$ cat src/rtl/word_to_byte_unpack_tx_if.sv
// word_to_byte_unpack_tx_if: FIFO-side, PHY-side and packet-control signals of the tx byte unpacker
interface word_to_byte_unpack_tx_if #(parameter int LEN_W = 16);
  logic             start_i;
  logic [LEN_W-1:0] num_byte_i;
  logic [63:0]      word_in_i;
  logic             word_in_valid_i;
  logic             word_in_rd_o;
  logic             byte_req_i;
  logic [7:0]       byte_out_o;
  logic             byte_out_strobe_o;
  logic [LEN_W-1:0] byte_count_o;
  logic             last_byte_o;
  logic             busy_o;
  logic             done_o;
  logic             underrun_o;
  modport master (
    output start_i, num_byte_i, word_in_i, word_in_valid_i, byte_req_i,
    input  word_in_rd_o, byte_out_o, byte_out_strobe_o, byte_count_o, last_byte_o, busy_o, done_o, underrun_o
  );
  modport slave (
    input  start_i, num_byte_i, word_in_i, word_in_valid_i, byte_req_i,
    output word_in_rd_o, byte_out_o, byte_out_strobe_o, byte_count_o, last_byte_o, busy_o, done_o, underrun_o
  );
endinterface

$ cat src/rtl/word_to_byte_unpack_tx.sv
// word_to_byte_unpack_tx: serialise FWFT 64-bit FIFO words into a PHY byte stream, word[7:0] first
module word_to_byte_unpack_tx #(parameter int LEN_W = 16) (
  input logic clk,
  input logic rstn,
  word_to_byte_unpack_tx_if.slave bus
);
  typedef enum logic [1:0] {IDLE, RUN, DONE} state_t;
  state_t state_q, state_d;
  logic [LEN_W-1:0] len_q, len_d, need_q, need_d, fetched_q, fetched_d, sent_q, sent_d, count_q, count_d;
  logic [63:0] cur_q, cur_d, nxt_q, nxt_d;
  logic cur_v_q, cur_v_d, nxt_v_q, nxt_v_d;
  logic [2:0] idx_q, idx_d;
  logic [7:0] byte_q, byte_d;
  logic strobe_q, strobe_d, last_q, last_d, busy_q, busy_d, under_q, under_d;
  logic run, go, live, send, is_last, cur_free, move, fetch;
  // Handshake decode: live means bytes still owed; cur frees on word wrap or the final byte so nxt can slide in the same cycle
  always_comb begin
    run = state_q == RUN;
    go = state_q == IDLE && bus.start_i;
    live = run && sent_q != len_q;
    send = live && bus.byte_req_i && cur_v_q;
    is_last = sent_q == len_q - LEN_W'(1);
    cur_free = !cur_v_q || (send && (idx_q == 3'd7 || is_last));
    move = run && cur_free && nxt_v_q;
    fetch = run && (!nxt_v_q || move) && fetched_q < need_q && bus.word_in_valid_i;
  end
  // Next state: FSM sequencing, prefetch/active word buffers and registered byte outputs
  always_comb begin
    state_d = go ? (bus.num_byte_i == '0 ? DONE : RUN) : run ? (live ? RUN : DONE) : (state_q == DONE ? IDLE : state_q);
    len_d = go ? bus.num_byte_i : len_q;
    need_d = go ? LEN_W'(({1'b0, bus.num_byte_i} + (LEN_W + 1)'(7)) >> 3) : need_q;
    fetched_d = go ? '0 : fetched_q + LEN_W'(fetch);
    sent_d = go ? '0 : sent_q + LEN_W'(send);
    nxt_v_d = run && (fetch || (nxt_v_q && !move));
    nxt_d = fetch ? bus.word_in_i : nxt_q;
    cur_v_d = run && (move || (cur_v_q && !cur_free));
    cur_d = move ? nxt_q : cur_q;
    idx_d = move ? 3'd0 : idx_q + 3'(send);
    byte_d = send ? cur_q[{idx_q, 3'b000} +: 8] : byte_q;
    strobe_d = send;
    count_d = send ? sent_q : count_q;
    last_d = send && is_last;
    busy_d = go ? bus.num_byte_i != '0 : (state_q == DONE ? 1'b0 : busy_q);
    under_d = go ? 1'b0 : under_q || (live && bus.byte_req_i && !cur_v_q);
  end
  // State register; reset abandons any packet in flight without a done pulse
  always_ff @(posedge clk) begin
    if (!rstn) begin
      state_q <= IDLE;
      len_q <= '0;
      need_q <= '0;
      fetched_q <= '0;
      sent_q <= '0;
      count_q <= '0;
      cur_q <= '0;
      nxt_q <= '0;
      cur_v_q <= 1'b0;
      nxt_v_q <= 1'b0;
      idx_q <= '0;
      byte_q <= '0;
      strobe_q <= 1'b0;
      last_q <= 1'b0;
      busy_q <= 1'b0;
      under_q <= 1'b0;
    end else begin
      state_q <= state_d;
      len_q <= len_d;
      need_q <= need_d;
      fetched_q <= fetched_d;
      sent_q <= sent_d;
      count_q <= count_d;
      cur_q <= cur_d;
      nxt_q <= nxt_d;
      cur_v_q <= cur_v_d;
      nxt_v_q <= nxt_v_d;
      idx_q <= idx_d;
      byte_q <= byte_d;
      strobe_q <= strobe_d;
      last_q <= last_d;
      busy_q <= busy_d;
      under_q <= under_d;
    end
  end
  assign bus.word_in_rd_o = fetch;
  assign bus.byte_out_o = byte_q;
  assign bus.byte_out_strobe_o = strobe_q;
  assign bus.byte_count_o = count_q;
  assign bus.last_byte_o = last_q;
  assign bus.busy_o = busy_q;
  assign bus.done_o = state_q == DONE;
  assign bus.underrun_o = under_q;
endmodule

$ cat src/flat_wrapper.sv
// flat-port wrapper written by rule: the top's interface ports become plain ports
module word_to_byte_unpack_tx_flat 
#(parameter int LEN_W = 16)
  (clk, rstn, bus_start_i, bus_num_byte_i, bus_word_in_i, bus_word_in_valid_i, bus_byte_req_i, bus_word_in_rd_o, bus_byte_out_o, bus_byte_out_strobe_o, bus_byte_count_o, bus_last_byte_o, bus_busy_o, bus_done_o, bus_underrun_o);
  word_to_byte_unpack_tx_if #(.LEN_W(LEN_W)) bus_i ();
  input logic clk;
  input logic rstn;
  input wire logic [$bits(bus_i.start_i)-1:0] bus_start_i;
  input wire logic [$bits(bus_i.num_byte_i)-1:0] bus_num_byte_i;
  input wire logic [$bits(bus_i.word_in_i)-1:0] bus_word_in_i;
  input wire logic [$bits(bus_i.word_in_valid_i)-1:0] bus_word_in_valid_i;
  input wire logic [$bits(bus_i.byte_req_i)-1:0] bus_byte_req_i;
  output wire logic [$bits(bus_i.word_in_rd_o)-1:0] bus_word_in_rd_o;
  output wire logic [$bits(bus_i.byte_out_o)-1:0] bus_byte_out_o;
  output wire logic [$bits(bus_i.byte_out_strobe_o)-1:0] bus_byte_out_strobe_o;
  output wire logic [$bits(bus_i.byte_count_o)-1:0] bus_byte_count_o;
  output wire logic [$bits(bus_i.last_byte_o)-1:0] bus_last_byte_o;
  output wire logic [$bits(bus_i.busy_o)-1:0] bus_busy_o;
  output wire logic [$bits(bus_i.done_o)-1:0] bus_done_o;
  output wire logic [$bits(bus_i.underrun_o)-1:0] bus_underrun_o;
  assign bus_i.start_i = bus_start_i;
  assign bus_i.num_byte_i = bus_num_byte_i;
  assign bus_i.word_in_i = bus_word_in_i;
  assign bus_i.word_in_valid_i = bus_word_in_valid_i;
  assign bus_i.byte_req_i = bus_byte_req_i;
  assign bus_word_in_rd_o = bus_i.word_in_rd_o;
  assign bus_byte_out_o = bus_i.byte_out_o;
  assign bus_byte_out_strobe_o = bus_i.byte_out_strobe_o;
  assign bus_byte_count_o = bus_i.byte_count_o;
  assign bus_last_byte_o = bus_i.last_byte_o;
  assign bus_busy_o = bus_i.busy_o;
  assign bus_done_o = bus_i.done_o;
  assign bus_underrun_o = bus_i.underrun_o;
  word_to_byte_unpack_tx #(.LEN_W(LEN_W)) u_core (.clk(clk), .rstn(rstn), .bus(bus_i));
endmodule
$ cat config.mk
export PLATFORM = sky130hd
export DESIGN_NAME = word_to_byte_unpack_tx_flat
export DESIGN_NICKNAME = d
export VERILOG_FILES = /design/src/rtl/word_to_byte_unpack_tx_if.sv /design/src/rtl/word_to_byte_unpack_tx.sv /design/src/flat_wrapper.sv
export SDC_FILE = /design/constraint.sdc
export NUM_CORES = 1
export LEC_CHECK = 0
export BUFFER_PORTS_ARGS = -buffer_cell sky130_fd_sc_hd__buf_2
export CORE_AREA = 2 2 251 191
export DETAILED_ROUTE_END_ITERATION = 10
export DIE_AREA = 0 0 253 193
export PLACE_DENSITY_LB_ADDON = 0.1
export SETUP_SLACK_MARGIN = 0.3
export SLEW_MARGIN = 20
export SYNTH_ARGS = -nofsm -noshare
export SYNTH_HDL_FRONTEND = slang
export SYNTH_SLANG_ARGS = --single-unit
$ cat constraint.sdc
create_clock -name clk -period 3.85 [get_ports clk]
set_input_delay 0.5775 -clock clk [delete_from_list [all_inputs] [get_ports clk]]
set_output_delay 0.5775 -clock clk [all_outputs]
set_load 0.02 [all_outputs]
# Word level (Yosys, flattened, before mapping)
# Cells that the tools add are included.
word_totals:
  reg_bits: 225
  latchBits: 0
  mem_bits_rw: 0
  mem_bits_ro: 0
  input_bits: 85
  wordCells: 69
  mem_count: 0
classes:
  n_addsub: 5
  mul: 0
  div: 0
  order_cmp: 1
  n_eq_ne: 5
  shift: 1
  muxes: 7
  bitwise: 1
  n_reduce_logical: 33
ops:
  columns: ["op", "n"]
  rows:
  - ["$shiftx 64x7->8", 1]
  - ["$add 16x1->16", 2]
  - ["$add 16x3->17 const B", 1]
  - ["$eq 16x16->1", 1]
  - ["$logic_and 1x1->1", 16]
  - ["$logic_not 16->1", 1]
  - ["$lt 16x14->1", 1]
  - ["$ne 16x16->1", 1]
  - ["$reduce_bool 16->1", 1]
  - ["$sub 16x1->16 const B", 1]
  - ["$mux 2", 5]
  - ["$logic_or 1x1->1", 6]
  - ["$logic_not 1->1", 4]
  - ["$reduce_or 2->1", 2]
  - ["$add 3x1->3", 1]
  - ["$eq 3x3->1 const B", 1]
  - ["$reduce_bool 3->1", 1]
  - ["$eq 2x1->1 const B", 1]
  - ["$eq 2x2->1 const B", 1]
  - ["$logic_not 2->1", 1]
  - ["$mux 1", 2]
  - ["$reduce_bool 2->1", 1]
  - ["$not 1->1", 1]

# Logic depth before layout (Yosys ltp)
depth:
  ltp_word: 14
  ltp_mapped: 17

# Worst setup path before layout
# No wires, ideal clock.
synth_path:
  path_type: "reg-to-reg"
  from: "register u_core.len_q[0]"
  to: "register u_core.fetched_q[14]"
  arrival_time_ps: 3701
  required_ps: 3722
  path_slack_ps: 21
  path_stages_with_launch: 18
  cell_sequence: "dfxtp_1 > inv_1 > ha_1 > nor3b_2 > and4_1 > nand2_1 > nor4_1 > o211a_1 > buf_2 > nand2_1 > a21boi_1 > ha_1 > ha_1 > nand2_1 > nor3_1 > nand3_1 > xor2_1 > nor2_1"
synth_between:
  elab_chain_len: 13
  elab_cells_between_ends: 16
  cone_classes: "2 x add/sub; 2 x eq/ne; 12 x reduce/logical"
synth_lines:
  columns: ["element", "line_no", "source"]
  rows:
  - ["start: declaration", "word_to_byte_unpack_tx.sv:9", "logic [LEN_W-1:0] len_q, len_d, need_q, need_d, fetched_q, fetched_d, sent_q, sent_d, count_q, count_d;"]
  - ["start signal: assignment", "word_to_byte_unpack_tx.sv:67", "len_q <= len_d;"]
  - ["parallel branches: the longest is 4 deep, another holds $sub 16x1->16", null, null]
  - ["$logic_and 1x1->1 *", "word_to_byte_unpack_tx.sv:23", "cur_free = !cur_v_q || (send && (idx_q == 3'd7 || is_last));"]
  - ["$logic_or 1x1->1 *", "word_to_byte_unpack_tx.sv:23", null]
  - ["$logic_and 1x1->1 * (2 in a row)", "word_to_byte_unpack_tx.sv:24", "move = run && cur_free && nxt_v_q;"]
  - ["$logic_or 1x1->1 *", "word_to_byte_unpack_tx.sv:25", "fetch = run && (!nxt_v_q || move) && fetched_q < need_q && bus.word_in_valid_i;"]
  - ["$logic_and 1x1->1 * (3 in a row)", "word_to_byte_unpack_tx.sv:25", null]
  - ["via bus_word_in_rd_o", "flat_wrapper.sv:13", "output wire logic [$bits(bus_i.word_in_rd_o)-1:0] bus_word_in_rd_o;"]
  - ["$add 16x1->16 *", "word_to_byte_unpack_tx.sv:32", "fetched_d = go ? '0 : fetched_q + LEN_W'(fetch);"]
  - ["end signal: assignment", "word_to_byte_unpack_tx.sv:69", "fetched_q <= fetched_d;"]
  - ["end: declaration", "word_to_byte_unpack_tx.sv:9", null]
# Mark *: on every way through the listed nets, which the timed path passes.
# A chain may end at the register's enable or synchronous reset.

# Final worst setup path
layout_path:
  from: "register u_core.len_q[3]"
  to: "output port bus_word_in_rd_o"
layout_between:
  elab_chain_len: 12
  elab_cells_between_ends: 15
  cone_classes: "1 x add/sub; 2 x eq/ne; 12 x reduce/logical"
layout_lines:
  columns: ["element", "line_no"]
  rows:
  - ["parallel branches: the longest is 4 deep, another holds $sub 16x1->16", null]
  - ["$logic_and 1x1->1 *", "word_to_byte_unpack_tx.sv:23"]
  - ["$logic_or 1x1->1 *", "word_to_byte_unpack_tx.sv:23"]
  - ["$logic_and 1x1->1 * (2 in a row)", "word_to_byte_unpack_tx.sv:24"]
  - ["$logic_or 1x1->1 *", "word_to_byte_unpack_tx.sv:25"]
  - ["$logic_and 1x1->1 * (3 in a row)", "word_to_byte_unpack_tx.sv:25"]
  - ["end: declaration", "flat_wrapper.sv:13"]
# Mark *: on every way between the ends.

==> impl_metrics.json <==
{
  "outcome": "completed",
  "finish.utilization": 0.335,
  "synth.mux.area_fraction": 0.0450,
  "fp.dieArea_sq_um": 48800,
  "finalMaxSlewViolations": 0,
  "detail_route.first_pass.iterations": 5,
  "globalRouteOverflowTotal": 0,
  "grt_usage": 0.188,
  "upper_clock_frequency_limit_mhz": 293,
  "critPathCaptureType": "primary output",
  "postRouteAntennaNets": 0,
  "synth_fp_nets": 1726,
  "die_height_um": 193,
  "critPathArrivalTime_ns": 2.84,
  "synthTopCellsByCount": "sky130_fd_sc_hd__dfxtp_1, sky130_fd_sc_hd__nand3_1, sky130_fd_sc_hd__nand2_1, sky130_fd_sc_hd__clkbuf_1, sky130_fd_sc_hd__o2111ai_1",
  "root_buffer": "sky130_fd_sc_hd__clkbuf_16",
  "synth_sequential_area_ratio": 0.338,
  "asyncSetResetFlopFracSynth": 0,
  "post-route-period-util": 0.887,
  "numClockSinks": 225,
  "area_growth_pct": 17.2,
  "cts_inserted_buffers": 29,
  "synth_largest_area_cell": "sky130_fd_sc_hd__dfxtp_1",
  "dr_total_vias": 12988,
  "crit_type": "reg2out",
  "max-vdd-ir-drop_uv": 308,
  "cts.clk_slew.worst_paths_ns": 0.06,
  "synth-edff-count": 0,
  "dominantRegCellSynth": "sky130_fd_sc_hd__dfxtp_1",
  "worst_slew_pin_slew_ns": 0.853,
  "drc_errors": 0,
  "synth_compound_gate_area_share": 0.265,
  "detailed_place_hpwl_um": 29700,
  "synthAdderAreaFrac": 0.0188,
  "netlist_area_sq_um": 13300,
  "grt_max_degree": 152,
  "yosys_warnings": 0,
  "cts_htree_levels": 1,
  "initial_core_utilization": 0.286,
  "number_of_nets_in_the_finished_design": 1730,
  "synthesis.instances": 1621,
  "core-area_sq_um": 46600,
  "route.final.wire_length_um": 47100,
  "first_iter_violations": 1105,
  "startpoint_type": "flip-flop",
  "synth_top_family_by_area": "compound AO/OA/AOI/OAI gates",
  "crit_path_max_fanout": 6,
  "unrepaired_setup_endpoints_after_global_routing": "no",
  "fin_total_pwr_mw": 6.46,
  "synthMostInstantiatedCell": "sky130_fd_sc_hd__dfxtp_1",
  "syn_avg_cell_area_sq_um": 8.23,
  "synth_area_leaders": "sky130_fd_sc_hd__dfxtp_1, sky130_fd_sc_hd__o2111ai_1, sky130_fd_sc_hd__nand3_1, sky130_fd_sc_hd__nand2_1, sky130_fd_sc_hd__o32a_1",
  "skew_ns": 0.0159,
  "io_buffers": 114,
  "dpl_cell_area_sq_um": 14500,
  "hold_path.class": "in2reg",
  "numPlacedInstances": 2189,
  "setup_violations": 0,
  "cts_hold_buffers": 0,
  "timing.critical_path.slowest_cell_delay_ns": 0.40,
  "tritoncts_clock_tree": "done",
  "insertion_delay_ns": 0.57,
  "stdcell_area_sq_um": 15600,
  "post_layout_nonfiller_instances": 2249,
  "cpMaxStageDelayCell": "sky130_fd_sc_hd__nor4_4",
  "static-leakage-power_nw": 5.69,
  "wire_length_of_the_first_global_routing_pass_um": 72800,
  "dieWidth_um": 253,
  "routed_via_density": 5.78,
  "vias_in_the_first_global_route": 11821,
  "number_of_inserted_filler_cells_in_the_final_layout": 4832,
  "powerDensity_nw_per_um2": 413,
  "layout-drive-gt1-share": 0.169,
  "synth_cell_type_count": 58,
  "synth_seq_cells": 225,
  "final-hold-violation-count": 0,
  "gp_routability_congestion": 0.794,
  "ff_latch_area_sq_um": 4520,
  "fp-row-count": 69,
  "timing.slew.headroom": 0.431,
  "antenna_cells_inserted": 0,
  "synthXorXnorAreaFrac": 0.0387,
  "netlist.area_leader.share": 0.338,
  "drt-wirelength-per-cell_um": 20.9,
  "ioPinCount": 115,
  "worstPathRequired_ns": 3.27,
  "cp_cell_sequence": "nor4_4, buf_4, and2_1, o211ai_1, nor4_4, and3_4, nand2_1, a21boi_2, buf_6",
  "grt_antenna_before_repair": 1,
  "timing.setup.tns_ns": 0,
  "cts_max_path_buffers": 3,
  "timing.final.crit_period_ns": 3.42,
  "critical_path.most_common_cell": "sky130_fd_sc_hd__nor4_4",
  "multi_input_area_sq_um": 8090,
  "timing.max_cap.violations": 0,
  "synth_simple_gate_area_frac": 0.225
}
[cell type report]
| cell class | instances | share of cell area |
|---|---|---|
| Inverter | 23 | 0.00552 |
| Timing Repair Buffer | 173 | 0.0747 |
| Tap cell | 603 | 0.0483 |
| Multi-Input combinational cell | 1173 | 0.518 |
| Clock inverter | 11 | 0.0112 |
| Sequential cell | 225 | 0.289 |
| Clock buffer | 41 | 0.0538 |
[final timing paths]
kind / slack, ns / start / cells past startpoint / endpoint
worst max-delay path: 0.43 / u_core.len_q[3] / 9 / bus_word_in_rd_o
worst min register to register: 0.47 / u_core.need_q[0] / 2 / u_core.need_q[0]
worst max register to register: 0.53 / u_core.len_q[3] / 15 / u_core.fetched_q[12]
worst min-delay path: 0.28 / bus_word_in_i[51] / 3 / u_core.nxt_q[51]
[placed cells by master, fill, tap and decap left out, types with 3 or more instances in the layout]
cell / n
sky130_fd_sc_hd__bufinv_16: 4
sky130_fd_sc_hd__mux2i_1: 24
sky130_fd_sc_hd__nand4_1: 8
sky130_fd_sc_hd__nor2b_1: 4
sky130_fd_sc_hd__clkbuf_8: 7
sky130_fd_sc_hd__nor3_1: 8
sky130_fd_sc_hd__a32oi_1: 64
sky130_fd_sc_hd__dfxtp_2: 3
sky130_fd_sc_hd__inv_1: 20
sky130_fd_sc_hd__a21oi_1: 48
sky130_fd_sc_hd__xor2_1: 27
sky130_fd_sc_hd__o2111ai_1: 131
sky130_fd_sc_hd__clkbuf_16: 29
sky130_fd_sc_hd__or3_1: 8
sky130_fd_sc_hd__nand2_1: 198
sky130_fd_sc_hd__nor2_1: 64
sky130_fd_sc_hd__o21ai_0: 15
sky130_fd_sc_hd__clkbuf_1: 5
sky130_fd_sc_hd__buf_2: 112
sky130_fd_sc_hd__and4_1: 4
sky130_fd_sc_hd__o32a_1: 64
sky130_fd_sc_hd__nor4_4: 4
sky130_fd_sc_hd__a211oi_1: 21
sky130_fd_sc_hd__clkinv_4: 3
sky130_fd_sc_hd__nand2b_1: 6
sky130_fd_sc_hd__dfxtp_1: 220
sky130_fd_sc_hd__ha_1: 18
sky130_fd_sc_hd__a221oi_1: 3
sky130_fd_sc_hd__and3_1: 73
sky130_fd_sc_hd__nor4_1: 4
sky130_fd_sc_hd__mux4_2: 16
sky130_fd_sc_hd__buf_4: 48
sky130_fd_sc_hd__buf_12: 11
sky130_fd_sc_hd__xnor2_1: 32
sky130_fd_sc_hd__or2_2: 3
sky130_fd_sc_hd__nand3_1: 213
sky130_fd_sc_hd__o211ai_1: 66
[flip-flops by register name, summed over array words and instances, names as in the netlist]
| signal | flops |
|---|---|
| u_core.fetched_q | 16 |
| u_core.bus.last_byte_o | 1 |
| u_core.bus.byte_out_strobe_o | 1 |
| u_core.len_q | 16 |
| u_core.cur_v_q | 1 |
| u_core.cur_q | 64 |
| u_core.sent_q | 16 |
| u_core.state_q | 2 |
| u_core.idx_q | 3 |
| u_core.bus.byte_out_o | 8 |
| u_core.bus.busy_o | 1 |
| u_core.bus.byte_count_o | 16 |
| u_core.need_q | 14 |
| u_core.nxt_v_q | 1 |
| u_core.nxt_q | 64 |
| u_core.bus.underrun_o | 1 |
[repair_timing]
| action | CTS | global route |
|---|---|---|
| gates resized for setup | 10 | 14 |
| setup endpoints to repair | 3 | 6 |
| setup buffers | 6 | 2 |
| pin swaps | 5 | 9 |
[logic make-up (layout without fill, tap and decap cells)]
group | count (synthesis) | in the layout
compound gates | 436 | 436
xor+xnor | 59 | 59
flops | 225 | 225
simple gates | 618 | 618
buf+inv | 223 | 248
fa+ha+maj | 20 | 20
mux | 40 | 40
[routing by layer]
layer  GRT usage  routed length, um
met1       0.293              24900
met2       0.272              19500
met3      0.0234               1990
met4      0.0373                691
met5           0                 18
[power by group]
part / internal (mW) / switching (mW) / leakage, nW
Clock: 1.79 / 1.14 / 0.491
Combinational: 0.318 / 0.750 / 3.37
Sequential: 2.40 / 0.0669 / 1.83
Total: 4.50 / 1.96 / 5.69
[through the flow]
stage                     worst slack [ns]  hold WS, ns
after floorplan                      0.391        0.432
after global placement               0.349        0.446
after detailed placement             0.243        0.458
after CTS                            0.350        0.254
after global routing                 0.283        0.271
final                                0.433        0.279
[critical path, delay by kind of cell, from the launching register on]
family,cells,cell delay (ns)
AOI/OAI and AO/OA,2,0.35
buffers and inverters,2,0.34
DFF,1,0.37
and+or+nand+nor,5,1.22
(Power assumes the default switching activity.)
